==> config.mk <==
export PLATFORM = sky130hd
export DESIGN_NAME = multicycle_ctrl
export DESIGN_NICKNAME = d
export VERILOG_FILES = /design/src/rtl/multicycle_ctrl.sv
export SDC_FILE = /design/constraint.sdc
export NUM_CORES = 1
export LEC_CHECK = 0
export CELL_PAD_IN_SITES_DETAIL_PLACEMENT = 1
export CELL_PAD_IN_SITES_GLOBAL_PLACEMENT = 2
export CORE_MARGIN = 3
export CORE_UTILIZATION = 25
export CTS_CLUSTER_SIZE = 16
export DETAILED_ROUTE_END_ITERATION = 16
export PLACE_DENSITY_LB_ADDON = 0.1
export SYNTH_ARGS = -nofsm -noshare
export SYNTH_HDL_FRONTEND = slang
export SYNTH_SLANG_ARGS = --single-unit
==> constraint.sdc <==
create_clock -name clk -period 3.5 [get_ports clk]
set_input_delay 0.7 -clock clk [delete_from_list [all_inputs] [get_ports clk]]
set_output_delay 0.7 -clock clk [all_outputs]
set_load 0.05 [all_outputs]
==> src/rtl/multicycle_ctrl.sv <==
// Moore control FSM for a multicycle MIPS-style datapath.
// IRWrite/PCWrite in FETCH are the only outputs qualified by mem_ready.
module multicycle_ctrl (
    input  logic       clk,
    input  logic       rst,
    input  logic [5:0] op,
    input  logic       mem_ready,
    output logic       mem_req,
    output logic       MemRead,
    output logic       MemWrite,
    output logic       IorD,
    output logic       IRWrite,
    output logic       PCWrite,
    output logic       PCWriteCond,
    output logic       RegWrite,
    output logic       RegDst,
    output logic       MemtoReg,
    output logic       ALUSrcA,
    output logic [1:0] ALUSrcB,
    output logic [1:0] PCSource,
    output logic [1:0] ALUctr,
    output logic [3:0] state,
    output logic       trap
);

    typedef enum logic [3:0] {
        StFetch  = 4'd0,
        StDecode = 4'd1,
        StMemAdr = 4'd2,
        StMemRd  = 4'd3,
        StMemWb  = 4'd4,
        StMemWr  = 4'd5,
        StRgExe  = 4'd6,
        StRgWb   = 4'd7,
        StBranch = 4'd8,
        StJump   = 4'd9,
        StIExe   = 4'd10,
        StIWb    = 4'd11,
        StTrap   = 4'd12
    } state_e;

    localparam logic [5:0] OpLw    = 6'b100011;
    localparam logic [5:0] OpSw    = 6'b101011;
    localparam logic [5:0] OpRType = 6'b000000;
    localparam logic [5:0] OpBeq   = 6'b000100;
    localparam logic [5:0] OpJ     = 6'b000010;
    localparam logic [5:0] OpOri   = 6'b001101;
    localparam logic [5:0] OpAddi  = 6'b001000;

    state_e     state_q, state_d;
    logic [5:0] op_q;

    always_ff @(posedge clk) begin
        if (rst) begin
            state_q <= StFetch;
            op_q    <= '0;
        end else begin
            state_q <= state_d;
            if (state_q == StDecode) op_q <= op;
        end
    end

    always_comb begin
        state_d = state_q;
        unique case (state_q)
            StFetch:  if (mem_ready) state_d = StDecode;
            StDecode: begin
                // Dispatch uses the live opcode; op_q is only valid from the next state on.
                unique case (op)
                    OpLw, OpSw:    state_d = StMemAdr;
                    OpRType:       state_d = StRgExe;
                    OpBeq:         state_d = StBranch;
                    OpJ:           state_d = StJump;
                    OpOri, OpAddi: state_d = StIExe;
                    default:       state_d = StTrap;
                endcase
            end
            StMemAdr: state_d = (op_q == OpLw) ? StMemRd : StMemWr;
            StMemRd:  if (mem_ready) state_d = StMemWb;
            StMemWr:  if (mem_ready) state_d = StFetch;
            StRgExe:  state_d = StRgWb;
            StIExe:   state_d = StIWb;
            StMemWb, StRgWb, StIWb, StBranch, StJump: state_d = StFetch;
            StTrap:   state_d = StTrap;
            default:  state_d = StFetch;
        endcase
    end

    always_comb begin
        mem_req     = 1'b0;
        MemRead     = 1'b0;
        MemWrite    = 1'b0;
        IorD        = 1'b0;
        IRWrite     = 1'b0;
        PCWrite     = 1'b0;
        PCWriteCond = 1'b0;
        RegWrite    = 1'b0;
        RegDst      = 1'b0;
        MemtoReg    = 1'b0;
        ALUSrcA     = 1'b0;
        ALUSrcB     = 2'b00;
        PCSource    = 2'b00;
        ALUctr      = 2'b00;
        trap        = 1'b0;
        if (rst) begin
            // Present a quiescent FETCH with no architectural writes.
            mem_req = 1'b1;
            MemRead = 1'b1;
            ALUSrcB = 2'b01;
        end else begin
            unique case (state_q)
                StFetch: begin
                    mem_req = 1'b1;
                    MemRead = 1'b1;
                    ALUSrcB = 2'b01;
                    IRWrite = mem_ready;
                    PCWrite = mem_ready;
                end
                StDecode: ALUSrcB = 2'b11;
                StMemAdr: begin
                    ALUSrcA = 1'b1;
                    ALUSrcB = 2'b10;
                end
                StMemRd: begin
                    mem_req = 1'b1;
                    MemRead = 1'b1;
                    IorD    = 1'b1;
                end
                StMemWb: begin
                    RegWrite = 1'b1;
                    MemtoReg = 1'b1;
                end
                StMemWr: begin
                    mem_req  = 1'b1;
                    MemWrite = 1'b1;
                    IorD     = 1'b1;
                end
                StRgExe: begin
                    ALUSrcA = 1'b1;
                    ALUctr  = 2'b10;
                end
                StRgWb: begin
                    RegWrite = 1'b1;
                    RegDst   = 1'b1;
                end
                StBranch: begin
                    ALUSrcA     = 1'b1;
                    ALUctr      = 2'b01;
                    PCWriteCond = 1'b1;
                    PCSource    = 2'b01;
                end
                StJump: begin
                    PCWrite  = 1'b1;
                    PCSource = 2'b10;
                end
                StIExe: begin
                    ALUSrcA = 1'b1;
                    ALUSrcB = 2'b10;
                    ALUctr  = (op_q == OpOri) ? 2'b11 : 2'b00;
                end
                StIWb:   RegWrite = 1'b1;
                StTrap:  trap = 1'b1;
                default: ;
            endcase
        end
    end

    assign state = state_q;

endmodule
# Word-level counts from Yosys, hierarchy flattened
# Cells that the tools add are included.
[totals]
regBits = 10
elab_cells = 73
[classes]
eq_ne = 23
n_mux = 37
n_reduce_logical = 11
[ops]
columns = ["op", "count"]
rows = [
  ["case mux 4 bit (8 select lines)", 1],
  ["2-to-1 mux 1 bit", 23],
  ["== test 4 bit (second input constant)", 5],
  ["case mux 4 bit (5 select lines)", 1],
  ["== test 6 x 4 -> 1 bit (second input constant)", 3],
  ["== test 6 bit (second input constant)", 3],
  ["== test 4 x 3 -> 1 bit (second input constant)", 4],
  ["2-to-1 mux 4 bit", 3],
  ["case mux 2 bit (3 select lines)", 2],
  ["OR reduction 2 bit", 5],
  ["== test 4 x 2 -> 1 bit (second input constant)", 2],
  ["2-to-1 mux 2 bit", 4],
  ["== test 6 x 2 -> 1 bit (second input constant)", 1],
  ["== test 6 x 3 -> 1 bit (second input constant)", 1],
  ["logical NOT 6 bit", 1],
  ["!= test 2 bit (second input constant)", 3],
  ["OR reduction 3 bit", 2],
  ["== test 4 x 1 -> 1 bit (second input constant)", 1],
  ["logical NOT 4 bit", 1],
  ["case mux 2 bit (2 select lines)", 1],
  ["OR reduction 4 bit", 1],
  ["2-to-1 mux 3 bit", 1],
  ["AND reduction 3 bit", 1],
  ["case mux 1 bit (2 select lines)", 1],
]

# Depth between registers and ports, before layout
[depth]
word_depth = 4
mapped_depth = 6

# Least setup slack after synthesis
# No wires, ideal clock.
[synth_timing]
path_kind = "register to output"
start = "reg state_q[3] (netlist: state[3])"
end = "out ALUctr[0]"
arrival_time_ns = 3.513
required_time_ns = 2.800
path_slack_ns = -0.713
stages_incl_launch_ff = 4
n_path_buf = 1
cell_sequence = "dfxtp_1 clkbuf_1 nand2_1 a2111oi_0"
[synth_between]
elab_chain_len = 3
word_cells_on_any_way = 5
cone_classes = "eq/ne: 3; mux: 2"
[synth_rtl]
columns = ["item", "line", "rtl"]
rows = [
  ["start, declared", "50", "state_e state_q, state_d;"],
  ["start signal, assigned", "55", "state_q <= StFetch;"],
  ["start signal, assigned", "58", "state_q <= state_d;"],
  ["== test 4 bit / == test 4 x 3 -> 1 bit (equally long branches)", "111", "unique case (state_q)"],
  ["case mux 2 bit (3 select lines) (*)", "111", ""],
  ["2-to-1 mux 2 bit (*)", "105", "if (rst) begin"],
  ["end, declared", "21", "output logic [1:0] ALUctr,"],
]
# Mark *: on every way between the ends. The rest lies on a longest branch, timed or not.

# Final worst setup path
[layout_timing]
start = "reg state_q[1] (netlist: state[1])"
end = "out ALUSrcB[1]"
[layout_between]
elab_chain_len = 4
word_cells_on_any_way = 7
cone_classes = "eq/ne: 3; mux: 2; reduce/logical: 2"
[layout_rtl]
columns = ["item", "line", "rtl"]
rows = [
  ["== test 4 bit / == test 4 x 2 -> 1 bit (equally long branches)", "111", ""],
  ["OR reduction 2 bit (no source line)", "--", ""],
  ["case mux 2 bit (3 select lines) (*)", "111", ""],
  ["2-to-1 mux 2 bit (*)", "105", ""],
  ["end, declared", "19", "output logic [1:0] ALUSrcB,"],
]
# Marked as above.

==> PnR_summary.wiki <==
{| class="wikitable"
! Metric !! Value
|-
| Maximum buffer depth of the clock tree || 2
|-
| Post-CTS clock slew at the launch and capture registers of the worst setup and hold paths || 0.07 ns
|-
| Internal reg-to-reg setup slack || 1.49 ns
|-
| Die width || approximately 66 µm
|-
| Overall track demand over capacity in global routing || 14.6%
|-
| Wire length of the first global-routing pass || 5.07 mm
|-
| GPL Wtd Cong || between 0.7 and 0.8
|-
| P_leak || 0.482 nW
|-
| Total inserted antenna cells || 0
|-
| Post-DR vias/cell || 5.16
|-
| CTS Hold Buffers Added || 0
|-
| Transition at the pin with the smallest max-transition slack || 0.798 ns
|-
| Initial Util || 26.7%
|-
| Number of setup violations in the final report || 0
|-
| Starting DRT DRC Count || 55
|-
| Worst Path Arrival || 2.10 ns
|-
| Via total after detailed routing || about 1000
|-
| Capturing element type of the critical path || primary output
|-
| Detailed-placement wirelength estimate || 2.20 mm
|-
| Number of clock sinks || 10
|-
| Mapped Nets || 141
|-
| Fraction of registers with async set/reset || 0%
|-
| Routed wire length || 3.02 mm
|-
| Number of warning messages in the yosys log || 0
|-
| Overall die area || 4400 µm²
|-
| Worst Clk Skew || 0.00663 ns
|-
| CTS tree || built
|-
| Post-synth EDFFs || 0
|-
| Category of the most critical setup path || reg -> out
|-
| Cell row count || 21
|-
| Fin Setup TNS || 0 ns
|-
| Post-route DRC violation count || 0
|-
| Biggest fanout along the worst timing path || 21
|-
| Wire length per cell || 15.0 µm
|-
| Number of clock buffers inserted by TritonCTS || 3
|-
| Area of the core || about 3400 µm²
|-
| I/O pin count || 31
|-
| Highest Clock Rate || 0.357 GHz
|-
| RSZ-0062 raised after global routing || no
|-
| Number of nets in the layout || 165
|-
| Die Y || 66.4 µm
|-
| Initial antenna violation count || 0
|-
| Max-cap violations || 0
|-
| CTS Root Buffer Type || sky130_fd_sc_hd__clkbuf_4
|-
| Period utilisation layout || 80.0%
|-
| Post-synthesis sequential area ratio || a little over a fifth
|-
| Synth Flop Type || sky130_fd_sc_hd__dfxtp_1
|-
| Number of distinct library cells after synthesis || 43
|-
| Post-Syn Area || 911 µm²
|-
| Worst skew pair latency || 0.26 ns
|-
| Placement-stage worst setup slack || 0.753 ns
|-
| Antenna Nets Post-Route || 0
|-
| Mean instance size in the synthesized netlist || 6.90 µm²
|-
| Cell Pwr Density || around 310 nW/µm²
|-
| Synthesized instance count || between 100 and 150
|-
| Resized Gates After CTS || 0
|-
| Biggest cell delay along the critical path || 0.79 ns
|-
| Worst hold path type || reg -> reg
|-
| Pin count of the biggest net entering global routing || 25
|-
| Clock period minus final worst setup slack || around 2.8 ns
|-
| Run status || complete, no violations
|-
| Maximum level of the CTS H-tree || 1
|-
| Relative max-transition margin || a little under half
|-
| Worst IR drop on VDD || 0.172 mV
|-
| Cell with the largest stage delay on the worst path || sky130_fd_sc_hd__dfxtp_1
|-
| Number of global-route vias before repair || approximately 1100
|-
| Critical Path Start Type || flip-flop
|-
| Number of buffers inserted to repair setup after CTS || 0
|-
| Filler Cell Count || approximately 430
|-
| First-pass iteration count of the detailed router || 2
|-
| Cell breakdown of the critical path || inv_1 -> mux2_2 -> nor3_1 -> buf_4
|-
| Area overhead of the layout relative to synthesis || 50.5%
|-
| Final critical-path setup slack || 0.701 ns
|-
| Pwr Total || 420 µW
|-
| Count of endpoints failing hold in the final timing report || 0
|-
| Number of pins with negative max-slew slack in the final report || 0
|-
| Data required time of the critical path || 2.80 ns
|-
| Number of port buffers || 30
|-
| Post-DP Area || around 1300 µm²
|-
| Final std cell area, no fill || 1370 µm²
|-
| Yosys reg bits || 10
|-
| Ratio of cells with drive above 1 in the final layout || 19.4%
|-
| Overflow left after global routing || 0
|}
## kinds of logic (layout without fill, tap and decap cells)
group	Yosys count	in the layout	share of synthesized area (%)
buffers and inverters	16	39	7.83
AOI/OAI and AO/OA	35	35	26.0
muxes	2	2	2.47
and+or+nand+nor	63	63	36.0
xor gates and xnor gates	6	6	5.77
DFF	10	10	22.0
## worst paths after layout
kind,start,end,depth (start not counted)
max,state[1]$_SDFFE_PP0P_,ALUSrcB[1],4
min,op_q[1]$_SDFFE_PP0P_,op_q[1]$_SDFFE_PP0P_,2
max reg2reg,state[0]$_SDFFE_PP0P_,state[1]$_SDFFE_PP0P_,4
min reg2reg,op_q[1]$_SDFFE_PP0P_,op_q[1]$_SDFFE_PP0P_,2
## cells in the final DEF, fill, tap and decap left out, types with 2 or more instances in the layout
| cell | count |
|---|---|
| sky130_fd_sc_hd__nor4_1 | 6 |
| sky130_fd_sc_hd__o22ai_1 | 2 |
| sky130_fd_sc_hd__or3_1 | 3 |
| sky130_fd_sc_hd__nand2b_1 | 4 |
| sky130_fd_sc_hd__a21oi_1 | 12 |
| sky130_fd_sc_hd__clkbuf_4 | 3 |
| sky130_fd_sc_hd__nor3b_1 | 2 |
| sky130_fd_sc_hd__inv_1 | 3 |
| sky130_fd_sc_hd__xnor2_1 | 4 |
| sky130_fd_sc_hd__xor2_1 | 2 |
| sky130_fd_sc_hd__buf_12 | 12 |
| sky130_fd_sc_hd__dfxtp_1 | 10 |
| sky130_fd_sc_hd__nand2_1 | 20 |
| sky130_fd_sc_hd__a31oi_1 | 2 |
| sky130_fd_sc_hd__nor2b_1 | 2 |
| sky130_fd_sc_hd__clkdlybuf4s50_1 | 12 |
| sky130_fd_sc_hd__and3_1 | 3 |
| sky130_fd_sc_hd__o21ai_0 | 3 |
| sky130_fd_sc_hd__nor2_1 | 11 |
| sky130_fd_sc_hd__mux2_2 | 2 |
| sky130_fd_sc_hd__nor3_1 | 6 |
| sky130_fd_sc_hd__buf_4 | 8 |
| sky130_fd_sc_hd__o311ai_0 | 2 |
## layer usage
layer  share of wire [%]  track usage (%)  up-vias
met5                   0                0        -
met2                  52             28.3       19
met3                 3.7             1.87        2
met4                0.53             3.81        0
met1                  43             16.5      491
li1                    -                -      525
## worst max-delay path: cells and delay by family (launching register included)
kind,cells,cell delay [ns]
buffers and inverters,2,0.54
DFF,1,0.79
muxes,1,0.34
and+or+nand+nor,1,0.17
## through the flow
| step | util (%) | instances | hold slack, ns |
|---|---|---|---|
| final | 40.1 | 201 | 0.476 |
| after floorplan | - | 132 | 0.432 |
| after global routing | 40.1 | 201 | 0.505 |
| after global placement | 39.1 | 197 | 0.447 |
| after CTS | 40.1 | 201 | 0.479 |
| after detailed placement | 39.1 | 197 | 0.456 |
## area by class of cell
type	instances	area [µm²]	share of cell area [%]
multi-input cells	106	646	47.1
repair buffers	32	420	30.7
flip-flops and latches	10	200	14.6
well taps	46	57.6	4.20
clock buffers	4	36.3	2.65
inverters	3	11.3	0.821
## state kept, by name (all words and copies together), names as in the netlist
name	cells
op_q	6
state	4
## Yosys cell counts, types with 2 or more instances
library cell / number / area, µm²
sky130_fd_sc_hd__nor4_1: 6 / 37.5
sky130_fd_sc_hd__clkbuf_1: 5 / 18.8
sky130_fd_sc_hd__buf_2: 6 / 30.0
sky130_fd_sc_hd__nand2_1: 20 / 75.1
sky130_fd_sc_hd__nor3b_1: 2 / 15.0
sky130_fd_sc_hd__inv_1: 3 / 11.3
sky130_fd_sc_hd__mux2_2: 2 / 22.5
sky130_fd_sc_hd__or3_1: 3 / 18.8
sky130_fd_sc_hd__o311ai_0: 2 / 17.5
sky130_fd_sc_hd__o21ai_0: 3 / 15.0
sky130_fd_sc_hd__and3_1: 3 / 18.8
sky130_fd_sc_hd__o22ai_1: 2 / 12.5
sky130_fd_sc_hd__a31oi_1: 2 / 12.5
sky130_fd_sc_hd__xnor2_1: 4 / 35.0
sky130_fd_sc_hd__nand2b_1: 4 / 25.0
sky130_fd_sc_hd__nor2_1: 11 / 41.3
sky130_fd_sc_hd__nor2b_1: 2 / 12.5
sky130_fd_sc_hd__a21oi_1: 12 / 60.1
sky130_fd_sc_hd__nor3_1: 6 / 30.0
sky130_fd_sc_hd__xor2_1: 2 / 17.5
sky130_fd_sc_hd__dfxtp_1: 10 / 200
## power breakdown
group | internal (mW) | switching (mW)
Clock | 0.0631 | 0.0397
Combinational | 0.0745 | 0.102
Sequential | 0.122 | 0.0193
Total | 0.259 | 0.161
(Power assumes the default switching activity.)
